<file path="config.mk">
export PLATFORM = sky130hd
export DESIGN_NAME = monitor_mod13
export DESIGN_NICKNAME = d
export VERILOG_FILES = /design/src/rtl/mod13_pkg.sv /design/src/rtl/sat_counter.sv /design/src/rtl/monitor_mod13.sv
export SDC_FILE = /design/constraint.sdc
export NUM_CORES = 1
export LEC_CHECK = 0
export CAP_MARGIN = 20
export CORE_ASPECT_RATIO = 0.5
export CORE_MARGIN = 4
export CORE_UTILIZATION = 30
export DETAILED_ROUTE_END_ITERATION = 8
export PLACE_DENSITY = 0.65
export SLEW_MARGIN = 15
export SYNTH_ARGS = -nofsm -noshare
export SYNTH_HDL_FRONTEND = slang
export SYNTH_SLANG_ARGS = --single-unit
</file>
<file path="constraint.sdc">
create_clock -name clock -period 4.5 [get_ports clock]
set_clock_uncertainty 0.2 [all_clocks]
set_input_delay 0.675 -clock clock [delete_from_list [all_inputs] [get_ports clock]]
set_output_delay 0.675 -clock clock [all_outputs]
set_load 0.01 [all_outputs]
</file>
<file path="src/rtl/mod13_pkg.sv">
// mod13_pkg: constants and FSM encoding shared by the mod-13 counter, its monitor and benches.
package mod13_pkg;
  localparam int MOD_DEFAULT = 13;
  typedef enum logic [1:0] {SYNC = 2'd0, TRACK = 2'd1, FAULT = 2'd2} state_t;
endpackage

</file>
<file path="src/rtl/sat_counter.sv">
// sat_counter: up-counter that sticks at all-ones instead of rolling over.
module sat_counter #(
  parameter int W = 8
) (
  input  logic         clock,
  input  logic         reset,
  input  logic         clr,
  input  logic         inc,
  output logic [W-1:0] count
);
  always_ff @(posedge clock)
    if (reset || clr) count <= '0;
    else if (inc && count != '1) count <= count + W'(1);
endmodule

</file>
<file path="src/rtl/monitor_mod13.sv">
// monitor_mod13: checks an upstream mod-MOD counter for legal steps and counts its wraps.
module monitor_mod13
  import mod13_pkg::*;
#(
  parameter int MOD    = MOD_DEFAULT,
  parameter int WRAP_W = 8
) (
  input  logic              clock,
  input  logic              reset,
  input  logic [3:0]        counter,
  input  logic              resync,
  input  logic              clear,
  input  logic [WRAP_W-1:0] target,
  output logic              wrap,
  output logic [WRAP_W-1:0] wrap_count,
  output logic              preset_req,
  output logic              error,
  output logic [1:0]        state
);
  localparam logic [3:0] LAST = 4'(MOD - 1);
  state_t st, st_n;
  logic [3:0] prev, prev_n;
  logic wrap_n, preset_n, error_n, inc, bad, is_wrap, legal;
  assign state = st;
  sat_counter #(.W(WRAP_W)) u_cnt (
    .clock(clock),
    .reset(reset),
    .clr  (clear),
    .inc  (inc),
    .count(wrap_count)
  );
  // A step to 0 from MOD-1 is a wrap; a step to 0 from anywhere else is an upstream reset.
  always_comb begin
    bad      = counter > LAST;
    is_wrap  = prev == LAST && counter == 4'd0;
    legal    = !bad && (counter == prev || counter == 4'd0 || (prev != LAST && counter == prev + 4'd1));
    st_n     = st;
    prev_n   = prev;
    error_n  = error;
    wrap_n   = 1'b0;
    preset_n = 1'b0;
    inc      = 1'b0;
    if (clear) begin
      st_n    = SYNC;
      error_n = 1'b0;
    end else if (resync) begin
      st_n = st == TRACK ? SYNC : st;
    end else if (st == SYNC) begin
      prev_n  = counter;
      st_n    = bad ? FAULT : TRACK;
      error_n = bad;
    end else if (st == TRACK) begin
      prev_n   = counter;
      st_n     = legal ? TRACK : FAULT;
      error_n  = !legal;
      inc      = legal && is_wrap;
      wrap_n   = inc;
      preset_n = inc && wrap_count != '1 && target != '0 && wrap_count + WRAP_W'(1) == target;
    end
  end
  always_ff @(posedge clock)
    if (reset) begin
      st         <= SYNC;
      prev       <= '0;
      wrap       <= 1'b0;
      preset_req <= 1'b0;
      error      <= 1'b0;
    end else begin
      st         <= st_n;
      prev       <= prev_n;
      wrap       <= wrap_n;
      preset_req <= preset_n;
      error      <= error_n;
    end
endmodule

</file>
==> metrics <==
clock root buffer clkbuf_8; Die Y 50.8 um; max_slew headroom 0.707; peak supply drop about 0.075 mV; Hold Path Class reg2reg; H-tree Lvls 1; post-layout worst setup margin 2.12 ns; ys async rst share 0; Final Core Density 0.424; Reg area 340 um2; vias in the first global route about 920; measured slew at the worst slew-check pin 0.437 ns; PostCTS Resize Cnt 0; placed cell areas between 1000 and 1500 um2; RSZ-0062 raised after global routing no; pin count of the biggest net entering global routing 11; Final TNS setup 0 ns; top post-synthesis cells by area dfxtp_1 31%, xnor2_1 13%, nor2_1 7.9%, xor2_1 5.6%, mux2i_1 3.6%; kind of end point of the critical path flop; Synth Instances roughly 130; # diodes 0; Distinct cells, synth 31; top layer used by detailed routing met4; floorplan row count 15; area of the multi-input gates 736 um2; I/O pin count 29; CP bufs+invs 1; wl on met1 1110 um; clk_lat worst skew approximately 0.25 ns; dominant synthesized flop cell dfxtp_1; critical path data required time approximately 4.5 ns; syn_nets 144; GRT Total Usage 0.107; initial antenna violation count 0; startpoint types input pin; number of synthesized flops with an enable pin 0; TritonRoute pass-1 iters 4; Reg clk slew, reported paths 0.07 ns; Design Area, Final 1470 um2; flops & latches, synth 17; Synth area leader dfxtp_1; cells along the critical path clkdlybuf4s50_1, nor3_4, nand4_4, nor3_2, nor2_1, a311oi_2; Post-CTS Repair Setup Buffers 0; met3 wire length roughly 140 um; Final setup viols 0; DR WL/cell 11.8 um; dpl cells 201; initial core utilization 0.316; worst hold slack 0.302 ns; Crit path max-delay family simple AND/OR/NAND/NOR gates; DRT iter0 DRCs 26; Non-Filler Instances 205; Fmax achieved 421 MHz; Area Overhead vs Synth 34.1%; first-pass GRT wire length 4020 um; CP Class in2reg; core box area 3470 um2; Max stage delay on crit path 0.48 ns; Avg Cell Area, Syn 8.79 um2; Final Hold Fails 0; CTS hold repair buffers 0; sequential-to-total area share from yosys stat 0.310; cts bufs inserted 3; slowest cell on the critical path clkdlybuf4s50_1; drt total wl 2430 um; yosys warns 0; power density over the cells around 220 nW/um2; worst slack at placement 1.84 ns; cell area after synthesis 1100 um2; critical path arrival 2.35 ns; metal2 WL 1150 um; Design Power 0.324 mW; RePlAce Congestion 0.800; Yosys top cell area share 0.310; Max Transition Viols Final 0; crit-path max FO 8; share of cells above drive strength 1 0.104; max-cap viol count 0; Vias per Instance 4.67; Via Count 958; Lkg Pwr 0.519 nW; Longest Clk Path Bufs 2; ANT nets after route 0; Layout Nets 174; outcome finished, final reports clean; Final min period 2.38 ns; area of the die approximately 4800 um2; CTS tree built; Buffers on Ports 28; Fillers 351; DRC viols 0; grt ovf 0; DP HPWL just under 2000 um; # clock sinks 17; Final period util 0.528; Die X just over 90 um
## final cells by class
cell class | instances | share of cell area
clock buffer | 4 | 0.0306
sequential | 17 | 0.231
multi-input combinational | 103 | 0.500
inverter | 2 | 0.00510
timing repair buffer | 28 | 0.190
tap | 51 | 0.0433
## per-layer routing
layer  vias up  global-route usage
li1        497                   -
met1       438               0.127
met2        18               0.176
met3         5              0.0389
met4         0              0.0408
met5         -                   0
## Yosys cell counts (all sizes together) (2+ instances only)
cell type	instances
nand2	7
xor2	7
inv	2
nand4	5
nand3	2
mux2i	4
o21ai	2
clkbuf	2
a21oi	6
xnor2	16
nor2	24
ha	3
dfxtp	17
a211oi	2
o211ai	2
and3	2
nor3	10
nor4	4
## cell usage in the layout, fill, tap and decap left out, types with 2 or more instances in the layout
| master | instances |
|---|---|
| nor3_1 | 4 |
| dfxtp_1 | 17 |
| o21ai_0 | 2 |
| o211ai_1 | 2 |
| and3_1 | 2 |
| nand2_1 | 7 |
| a211oi_1 | 2 |
| nor2_1 | 23 |
| inv_1 | 2 |
| clkbuf_8 | 3 |
| nor4_1 | 3 |
| nor3_4 | 2 |
| xor2_1 | 7 |
| xnor2_1 | 16 |
| nand3_1 | 2 |
| nand4_1 | 4 |
| mux2i_1 | 4 |
| ha_1 | 3 |
| a21oi_1 | 6 |
| clkdlybuf4s50_1 | 28 |
| nor3_2 | 4 |
## cells by family after synthesis
group,count (synthesis),share of synthesized area
flops,17,0.310
mux,4,0.0364
fa+ha+maj,3,0.0342
simple gates,58,0.320
xor+xnor,23,0.183
buf+inv,5,0.0205
compound gates,15,0.0957
## sequential cells by signal, summed over array words and instances (netlist names)
| signal | cells |
|---|---|
| prev | 4 |
| state | 2 |
| error | 1 |
| u_cnt.count | 8 |
| wrap | 1 |
| preset_req | 1 |
## where the power goes
group	leakage, nW	internal (mW)	switching (mW)	total, mW
registers	0.138	0.153	0.00331	0.157
clock network	0.0228	0.0629	0.0535	0.116
logic	0.359	0.0271	0.0240	0.0511
## final timing paths
check                      start             end  slack [ns]  cells after the start
hold / removal             error           error        0.30                      1
setup / recovery          resync  u_cnt.count[7]        2.12                      6
setup reg to reg  u_cnt.count[0]  u_cnt.count[7]        2.51                      5
hold reg to reg            error           error        0.30                      1
Note: power is estimated with default switching activity, not from simulation.
==> variant 1, RTL diff (config.mk and constraints unchanged) <==
The output `wrap` loses its register stage (`wrap` becomes a continuous assignment).
--- a/src/rtl/monitor_mod13.sv
+++ b/src/rtl/monitor_mod13.sv
@@ -62,15 +62,15 @@
     if (reset) begin
       st         <= SYNC;
       prev       <= '0;
-      wrap       <= 1'b0;
       preset_req <= 1'b0;
       error      <= 1'b0;
     end else begin
       st         <= st_n;
       prev       <= prev_n;
-      wrap       <= wrap_n;
       preset_req <= preset_n;
       error      <= error_n;
     end
+
+  assign wrap = wrap_n;
 endmodule
 
Behaviour: not the same (Yosys sat finds a counterexample within 4 cycles, from zero or initial values and one cycle with reset high).
==> variant 1 against the original RTL <==
  * Total power is 5.0% lower
  * Largest power group unchanged
  * Wire length is 3.2% higher
  * Area after synthesis is 4.2% lower
  * Sequential share of layout area is 0.71 points lower
  * Critical path depth is 1 lower
  * Combinational power is 1% lower
  * Final area is 2.9% lower
  * Setup slack worse by 0.94 ns
  * Utilization is 2.7 points higher
  * Register-to-register slack worse by 0.21 ns
  * Sequential cell count is 1 lower
  * Synthesized cell count is 3.2% lower
==> variant 1: results (changes against the original RTL) <==
| Metric | Value |
|---|---|
| Met1 GRT Util | `14.6% (+1.8 points)` |
| Critical path arrival | `2.44 ns (+0.09 ns)` |
| 1st-iter DRT viols | `21 (-19%)` |
| Metal3 WL | `110 um (-19%)` |
| Metal2 WL | `1.12 mm (-3.0%)` |
| Nets | `172 (-1.1%)` |
| Post-DRT Antenna Nets | `0 (unchanged)` |
| Post-Syn Nets | `140 (-2.8%)` |
| Worst IR drop on VDD | `0.0807 mV (+7.3%)` |
| Reg-to-Reg Start | `prev[0]` |
| Leak pwr | `0.492 nW (-5.2%)` |
| Synth cell count leaders | `18 x nor2_1, 16 x dfxtp_1, 15 x xnor2_1` |
| WL/cell | `12.6 um (+6.3%)` |
| GRT Total Usage | `11.4% (+0.72 points)` |
| Fraction of layout cells with a size suffix above 1 | `8.61% (-1.8 points)` |
| Clock Path Buffers | `2 (unchanged)` |
| First-pass GRT wire length | `4.20 mm (+4.5%)` |
| Sequential element share of the synthesized area | `30.4% (-0.54 points)` |
| Sw Share | `24.8% (-0.079 points)` |
| Vias per cell | `4.81 (+2.9%)` |
| Worst Setup SP | `resync` |
| GR Layer Usage met3 | `3.65% (-0.24 points)` |
| R2R depth | `7 (+2)` |
| Kind of cell adding the most delay to the critical path | `buffers and inverters` |
| Top_reg_cell synth | `dfxtp_1` |
| Logic power comb | `50.5 uW (-1%)` |
| DP Wirelength | `2.00 mm (+3.1%)` |
| Synth top area cells | `dfxtp_1 30%, xnor2_1 12%, xor2_1 6.7%` |
| Largest register FFs | `8 (unchanged)` |
| Setup slack, reg-to-reg | `2.30 ns (-0.21 ns)` |
| Vias in the first global route | `900 (-2.3%)` |
| Slowest stage cell on the critical path | `clkdlybuf4s50_1` |
| GP Congestion | `0.862 (+7.8%)` |
| Fill count | `331 (-5.7%)` |
| Met2 Use GR | `18.6% (+0.99 points)` |
| Mux contribution to synthesized area | `2.85% (-0.79 points)` |
| Yosys cell types | `36 (+16%)` |
| DR vias | `957 (-0.10%)` |
| Status | `completed` |
| Worst Tran Pin Value | `0.494 ns (+0.0570 ns)` |
| Synth Area in Adders | `3.57% (+0.15 points)` |
| Placed insts | `196 (-2.5%)` |
| Metal-1 WL | `1.26 mm (+14%)` |
| Hold depth | `2 (+1)` |
| Compound-Gate Fraction of Synth Area | `12.0% (+2.4 points)` |
| Mapped Cells | `121 (-3.2%)` |
| Crit-path max cell delay | `0.53 ns (+0.05 ns)` |
| Critical Path Sink | `wrap` |
| P_sw | `76.5 uW (-5.3%)` |
variant 1: cell types whose count changed after synthesis, moves of 3 or more:
cell	unedited run	this run
nand3_1	2	5
o21ai_0	2	5
nor2_1	23	18
nor3_2	4	1
nand4_1	4	1
nand2_1	7	4
variant 1: layout make-up:
cell class / count / share of cell area [%]
multi-input combinational: 101 / 50.1
sequential: 16 / 22.4
timing repair buffer: 28 / 19.6
tap: 48 / 4.20
clock buffer: 3 / 2.89
inverter: 3 / 0.787
variant 1: stage by stage:
stage | hold WS (ns) | setup WS [ns] | instance area (um2) | util (%)
4_1_cts | 0.316 | 1.18 | 1430 | 45.1
2_1_floorplan | 0.296 | 2.33 | 1050 | -
3_5_place_dp | 0.302 | 1.19 | 1390 | 43.8
3_3_place_gp | 0.296 | 1.22 | 1390 | 43.8
5_1_grt | 0.361 | 1.05 | 1430 | 45.1
6_report | 0.314 | 1.19 | 1430 | 45.1
==> variant 2, RTL diff (same flow settings) <==
Without the edit above. `WRAP_W`: 8 -> 10.
--- a/src/rtl/monitor_mod13.sv
+++ b/src/rtl/monitor_mod13.sv
@@ -3,7 +3,7 @@
   import mod13_pkg::*;
 #(
   parameter int MOD    = MOD_DEFAULT,
-  parameter int WRAP_W = 8
+  parameter int WRAP_W = 10
 ) (
   input  logic              clock,
   input  logic              reset,
Interface: changed (resized target and wrap_count); port bits go from 29 to 33. No check against the original RTL was run, so the function may have changed too.
==> variant 2 against the original RTL <==
  * Area after synthesis rose by 29%
  * Final area rose by 22%
  * Total power rose by 11%
  * Setup slack got worse by 0.21 ns
  * Combinational power rose by 21%
  * First-iteration DRC count rose to 2.9 times the old value
  * Critical endpoint is now preset_req
  * Maximum frequency fell by 8.1%
  * Hold slack got worse by 0.011 ns
  * Wire length rose by 42%
  * Utilization fell by 2.4 points
  * Critical path type unchanged
  * Largest power group unchanged
  * Sequential cell count rose by 2
  * Largest cell class unchanged
  * Highest routed layer is now met3
==> variant 2: results (changes against the original RTL) <==
| Metric | Value |
|---|---|
| Status | `completed` |
| Worst IR drop on VDD | `0.107 mV (+43%)` |
| Vias in the first global route | `1220 (+32%)` |
| Sequential element share of the synthesized area | `26.8% (-4.1 points)` |
| DP Wirelength | `2.65 mm (+37%)` |
| Asr flop ratio synth | `0% (unchanged)` |
| Synth top area cells | `dfxtp_1 27%, xnor2_1 12%, nor2_1 6.6%` |
| H-tree levels | `1 (unchanged)` |
| Leak pwr | `0.547 nW (+5.2%)` |
| Yosys cell types | `47 (+52%)` |
| Largest register FFs | `10 (+2)` |
| 1st-iter DRT viols | `76 (+190%)` |
| Fill count | `472 (+34%)` |
| Postcts setup bufs | `0 (unchanged)` |
| Worst Tran Pin Value | `0.452 ns (+0.0142 ns)` |
| WL final | `3.46 mm (+42%)` |
| Post-Syn Nets | `193 (+34%)` |
| Nets | `218 (+25%)` |
| First-pass GRT wire length | `5.80 mm (+45%)` |
| Vias per cell | `4.87 (+4.2%)` |
| Synth cell count leaders | `25 x nor2_1, 19 x dfxtp_1, 19 x xnor2_1` |
| DR vias | `1276 (+33%)` |
| Largest net degree at the start of global routing | `14 (+3)` |
| Port bufs | `32 (+14%)` |
| Setup slack, reg-to-reg | `2.21 ns (-0.30 ns)` |
| CP max FO | `11 (+3)` |
| Largest reg by FF count | `u_cnt.count` |
| Syn Area/Cell | `8.24 um2 (-6.2%)` |
| GRT Total Usage | `11.8% (+1.1 points)` |
| Clock Path Buffers | `2 (unchanged)` |
| Critical path arrival | `2.55 ns (+0.20 ns)` |
| Placed insts | `258 (+28%)` |
| Fraction of layout cells with a size suffix above 1 | `8.16% (-2.2 points)` |
| GP Congestion | `0.877 (+9.6%)` |
| Syn. warnings | `0 (unchanged)` |
variant 2: changes by cell type after synthesis, moves of 3 or more:
cell and change:
buf_2 +4, nor2b_1 +5, xnor2_1 +3, o21ai_0 +3, nor3_1 +3, and4_1 +3
nand3_1 +5
variant 2: report_power, final:
part / internal [mW] / total, mW / switching, mW
sequential: 0.171 / 0.175 / 0.00404
clock: 0.0617 / 0.122 / 0.0599
combinational: 0.0331 / 0.0620 / 0.0290
variant 2: kinds of logic after synthesis:
kind of cell    synth area share (%)
compound gates                  14.5
buf+inv                         5.74
flops                           26.8
xor+xnor                        14.8
mux                             2.21
fa+ha+maj                       2.65
simple gates                    33.3
variant 2: per-layer routing:
layer | global-route usage [%] | part of all wire [%] | up-vias
li1 | - | - | 658
met1 | 15.6 | 49 | 596
met2 | 19.7 | 47 | 22
met3 | 2.53 | 3.4 | 0
met4 | 2.80 | 0 | 0
met5 | 0 | 0 | -
variant 2: worst max-delay path, stage by stage:
cell and delay (ns):
clkdlybuf4s50_1 0.56, nor4_4 0.40, nand3_4 0.22, nor2_2 0.26, o2111ai_1 0.13, nor4_1 0.30
variant 2: per-stage QoR:
step | area (um2) | worst slack (ns) | hold WS [ns] | total power, mW | utilization (%)
final | 1800 | 1.92 | 0.290 | 0.358 | 40.0
after floorplan | 1420 | 2.33 | 0.299 | 0.212 | -
after detailed placement | 1750 | 1.70 | 0.277 | 0.241 | 39.0
after CTS | 1800 | 1.93 | 0.292 | 0.362 | 40.0
after global routing | 1800 | 1.74 | 0.331 | 0.375 | 40.0
after global placement | 1750 | 1.77 | 0.279 | 0.240 | 39.0
variant 2: path summary, 6_finish.rpt:
| kind | start | end | cells after the start |
|---|---|---|---|
| worst max-delay path | counter[0] | preset_req | 6 |
| worst min-delay path | error | error | 2 |
| worst max register to register | u_cnt.count[0] | u_cnt.count[9] | 5 |
| worst min register to register | error | error | 2 |
variant 2: layout make-up:
| class | count | area, um2 | area share [%] |
|---|---|---|---|
| Multi-Input combinational cell | 138 | 956 | 53.2 |
| Sequential cell | 19 | 380 | 21.2 |
| Timing Repair Buffer | 32 | 320 | 17.8 |
| Tap cell | 66 | 82.6 | 4.60 |
| Clock buffer | 3 | 41.3 | 2.30 |
| Inverter | 3 | 11.3 | 0.627 |
| Clock inverter | 1 | 5.00 | 0.279 |
